$ cat src/rtl/serial_parity_tx.sv
// Serial frame transmitter: start(0), DATA_W data bits LSB first, parity, stop(1),
// each bit held BIT_CYCLES clocks. Word accepted over a valid/ready handshake in IDLE.
module serial_parity_tx #(
    parameter int DATA_W     = 8,
    parameter int BIT_CYCLES = 4,
    parameter int ODD_PARITY = 0
) (
    input  logic              clk,
    input  logic              rst_n,
    input  logic              in_valid,
    input  logic [DATA_W-1:0] in_data,
    output logic              in_ready,
    output logic              tx,
    output logic              busy,
    output logic              done
);

    localparam int CNT_W = (BIT_CYCLES > 1) ? $clog2(BIT_CYCLES) : 1;
    localparam int IDX_W = (DATA_W > 1) ? $clog2(DATA_W) : 1;
    localparam logic [CNT_W-1:0] CNT_LAST = CNT_W'(BIT_CYCLES - 1);
    localparam logic [IDX_W-1:0] IDX_LAST = IDX_W'(DATA_W - 1);
    localparam logic             ODD_BIT  = (ODD_PARITY != 0);

    typedef enum logic [2:0] {
        S_IDLE   = 3'd0,
        S_START  = 3'd1,
        S_DATA   = 3'd2,
        S_PARITY = 3'd3,
        S_STOP   = 3'd4
    } state_t;

    state_t            state_q, state_d;
    logic [CNT_W-1:0]  cnt_q, cnt_d;
    logic [IDX_W-1:0]  idx_q, idx_d;
    logic [DATA_W-1:0] shift_q, shift_d;
    logic              par_q, par_d;
    logic              tx_q, tx_d;
    logic              done_q, done_d;

    always_ff @(posedge clk or negedge rst_n) begin
        if (!rst_n) begin
            state_q <= S_IDLE;
            cnt_q   <= '0;
            idx_q   <= '0;
            shift_q <= '0;
            par_q   <= 1'b0;
            tx_q    <= 1'b1;
            done_q  <= 1'b0;
        end else begin
            state_q <= state_d;
            cnt_q   <= cnt_d;
            idx_q   <= idx_d;
            shift_q <= shift_d;
            par_q   <= par_d;
            tx_q    <= tx_d;
            done_q  <= done_d;
        end
    end

    always_comb begin
        state_d = state_q;
        cnt_d   = cnt_q;
        idx_d   = idx_q;
        shift_d = shift_q;
        par_d   = par_q;
        done_d  = 1'b0;

        if (state_q == S_IDLE) begin
            if (in_valid) begin
                shift_d = in_data;
                par_d   = (^in_data) ^ ODD_BIT;
                cnt_d   = '0;
                state_d = S_START;
            end
        end else if (cnt_q != CNT_LAST) begin
            cnt_d = cnt_q + 1'b1;
        end else begin
            cnt_d = '0;
            case (state_q)
                S_START: begin
                    idx_d   = '0;
                    state_d = S_DATA;
                end
                S_DATA: begin
                    shift_d = shift_q >> 1;
                    idx_d   = idx_q + 1'b1;
                    if (idx_q == IDX_LAST) state_d = S_PARITY;
                end
                S_PARITY: state_d = S_STOP;
                S_STOP: begin
                    state_d = S_IDLE;
                    done_d  = 1'b1;
                end
                default: state_d = S_IDLE;
            endcase
        end

        // tx is registered from the next state so the start bit appears right after the accept edge
        case (state_d)
            S_START:  tx_d = 1'b0;
            S_DATA:   tx_d = shift_d[0];
            S_PARITY: tx_d = par_d;
            default:  tx_d = 1'b1;
        endcase
    end

    assign tx       = tx_q;
    assign done     = done_q;
    assign busy     = (state_q != S_IDLE);
    assign in_ready = (state_q == S_IDLE);

endmodule
$ cat config.mk
export PLATFORM = sky130hd
export DESIGN_NAME = serial_parity_tx
export DESIGN_NICKNAME = d
export VERILOG_FILES = /design/src/rtl/serial_parity_tx.sv
export SDC_FILE = /design/constraint.sdc
export NUM_CORES = 1
export LEC_CHECK = 0
export CORE_UTILIZATION = 65
export CTS_CLUSTER_DIAMETER = 50
export CTS_CLUSTER_SIZE = 16
export DETAILED_ROUTE_END_ITERATION = 16
export DONT_BUFFER_PORTS = 1
export PLACE_DENSITY = 0.81
export SYNTH_ARGS = -nofsm -noshare
export SYNTH_HDL_FRONTEND = slang
export SYNTH_SLANG_ARGS = --single-unit
$ cat constraint.sdc
create_clock -name clk -period 2.7 [get_ports clk]
set_input_delay 0.54 -clock clk [delete_from_list [all_inputs] [get_ports clk]]
set_output_delay 0.54 -clock clk [all_outputs]
set_load 0.01 [all_outputs]
==> flow_summary.yaml <==
synthesis:
  ys.flop_type: "dfrtp_1"
  yosysWarnings: 0
  syn_inst: 102
  ys_seq_elements: 19
  yosysSeqAreaShare: 0.458
  async_flop_share: 1.00
  ys_types: 34
  synth.area.top_cells: "dfrtp_1 (43%), xnor2_1 (5.9%), o21ai_0 (5.8%)"
  synth_area_per_cell_um2: 10.2
  synth_edf_count: 0
  netlist.top_cell.by_area: "dfrtp_1"
  synth_top_area_frac: 0.433
  syn-num-nets: 116
  synthesis.area_um2: 1040
cells_and_area:
  final_cell_mix: "dfrtp_1 (18), o21ai_0 (12), inv_1 (10)"
  final_layout_size_suffix_gt1_frac: 0.0777
  multi_input_area_um2: 490
  diodes: 0
  final_common_cell: "dfrtp_1"
  areaGrowthSynthToFinish_pct: 2.76
  fill_cells: 110
  seqCellArea_um2: 477
  fin_nets: 118
  layout.cells.non_filler: 119
grt:
  grt_overflow_total: 0
  grt_first_pass_wirelength_um: 3190
  grt_pass1_vias: 751
  grt_max_degree: 19
  antenna_found_initial: 0
  grt_usage: 0.239
worst_setup_path:
  crit_fanout: 13
  worstSetupEndpointType: "primary output"
  cpMaxStageDelayCell: "dfrtp_1"
  setup.worst_path.class: "flop to primary output"
  arrival_ps: 1360
  path_cells: "nor3_1, buf_4, inv_1"
  critPathRequiredTime_ps: 2160
  slowest_delay_ps: 540
  cp-start-kind: "flop"
power_and_ir_drop:
  powerDensity_nw_per_um2: 1010
  power_leakage_uw: 0.000464
  peakVddDrop_mv: 0.571
placement:
  dpl.cell_count: 114
  dp_hpwl_um: 1340
  numPortBuffers: 0
  gp_congestion: 0.734
floorplanning:
  initial_core_util: 0.691
  die_w_um: 42.0
  dieArea_um2: 1770
  dieHeight_um: 42.0
  coreArea_um2: 1510
  row_count: 14
  io_pins: 15
timing:
  fin_crit_ps: 1900
  tightest_slew_ps: 798
  fin_worst_skew_ps: 4.74
  slew_viol_final: 0
  hold_viol_final: 0
  clock.fmax_mhz: 527
  setup_tns_ps: 0
  setup_viol_count_final: 0
  min_period_over_period: 0.703
  rsz0062_at_grt: "false"
  slew_headroom: 0.466
drt:
  first_iter_violations: 14
  viasPerCell: 6.12
  routed_wl_um: 1870
  via_count: 728
  wl_per_cell_um: 15.7
  dr.pass1.iters: 4
  drc: 0
  ant_nets: 0
clocking:
  clockBufferDepth: 2
  cts_setup_buffers: 0
  cts-htree-levels: 1
  path_clk_slew_ps: 110
  cts_root_buf: "clkbuf_4"
  post_cts_resized: 0
  numCtsBuffers: 3
  cts_tree: "done"
  clock_latency_ps: 290
  cts_num_sinks: 19
worst_hold_path:
  hp-class: "input port to async pin"
job:
  cap_viol_max_count: 0
run_status:
  status: "finished clean"
synthesized netlist by cell type (2+ instances only):
library cell and n:
a22oi_1 8, buf_2 2, buf_6 2, dfrtp_1 18
ha_1 3, inv_1 10, mux2i_1 2, nand2_1 7
nand2b_1 3, nand3b_1 4, nor2_1 2, nor3b_1 2
o21ai_0 12, xnor2_1 7
repair_timing:
item | 4_1_cts | 5_1_grt
hold endpoints to repair | 18 | 0
endpoints found under the setup margin | 0 | 0
hold buffers | 1 | 0
logic make-up (layout without fill, tap and decap cells):
kind of cell | Yosys count | count (layout) | synth area share
flops | 19 | 19 | 0.458
simple gates | 29 | 29 | 0.189
buf+inv | 15 | 16 | 0.0709
fa+ha+maj | 3 | 3 | 0.0361
xor+xnor | 7 | 7 | 0.0589
compound gates | 27 | 27 | 0.168
mux | 2 | 2 | 0.0192
per-layer routing:
layer  part of all wire  track usage  up-vias  wire, um
li1                   -            -      363         -
met1               0.45        0.310      352       846
met2               0.52        0.425       11       964
met3              0.025       0.0259        2        47
met4             0.0043       0.0688        0         8
met5                  0            0        -         0
cell type report:
cell class | instances | share of cell area
repair buffers | 2 | 0.0164
multi-input cells | 68 | 0.458
flip-flops and latches | 19 | 0.446
clock inverters | 1 | 0.00468
inverters | 10 | 0.0351
well taps | 16 | 0.0187
clock buffers | 3 | 0.0211
critical path, delay by kind of cell (launching register included):
kind | cells | cell delay [ps]
flops | 1 | 540
buf+inv | 2 | 270
simple gates | 1 | 260
where the power goes:
part           leakage (uW)  switching [uW]  internal (uW)
clock             0.0000177            86.1           55.0
sequential         0.000237             123            404
combinational      0.000209             231            185
total              0.000464             440            644
state kept, by name (all words and copies together) (netlist names):
signal / cells
state_q: 3
shift_q: 8
done: 1
cnt_q: 2
tx: 1
par_q: 1
idx_q: 3
per-stage QoR:
stage	total power (uW)	instance area (um2)	hold slack (ps)	utilization	setup slack (ps)
floorplan	861	1040	244	-	881
global placement	915	1030	245	0.685	960
detailed placement	940	1030	245	0.685	850
CTS	1090	1070	71.4	0.710	821
global route	1170	1070	52.7	0.710	732
finish	1080	1070	78.2	0.710	802
final timing paths:
| check | endpoint | startpoint | slack [ps] | depth (start not counted) |
|---|---|---|---|---|
| min in group clk | shift_q[7] | in_data[7] | 370 | 2 |
| max in group asynchronous | idx_q[0] | rst_n | 1440 | 1 |
| setup reg to reg | tx | cnt_q[0] | 820 | 5 |
| setup / recovery | busy | state_q[0] | 800 | 3 |
| hold reg to reg | shift_q[0] | shift_q[0] | 520 | 1 |
| hold / removal | tx | rst_n | 80 | 0 |
Note: power is estimated with default switching activity, not from simulation.
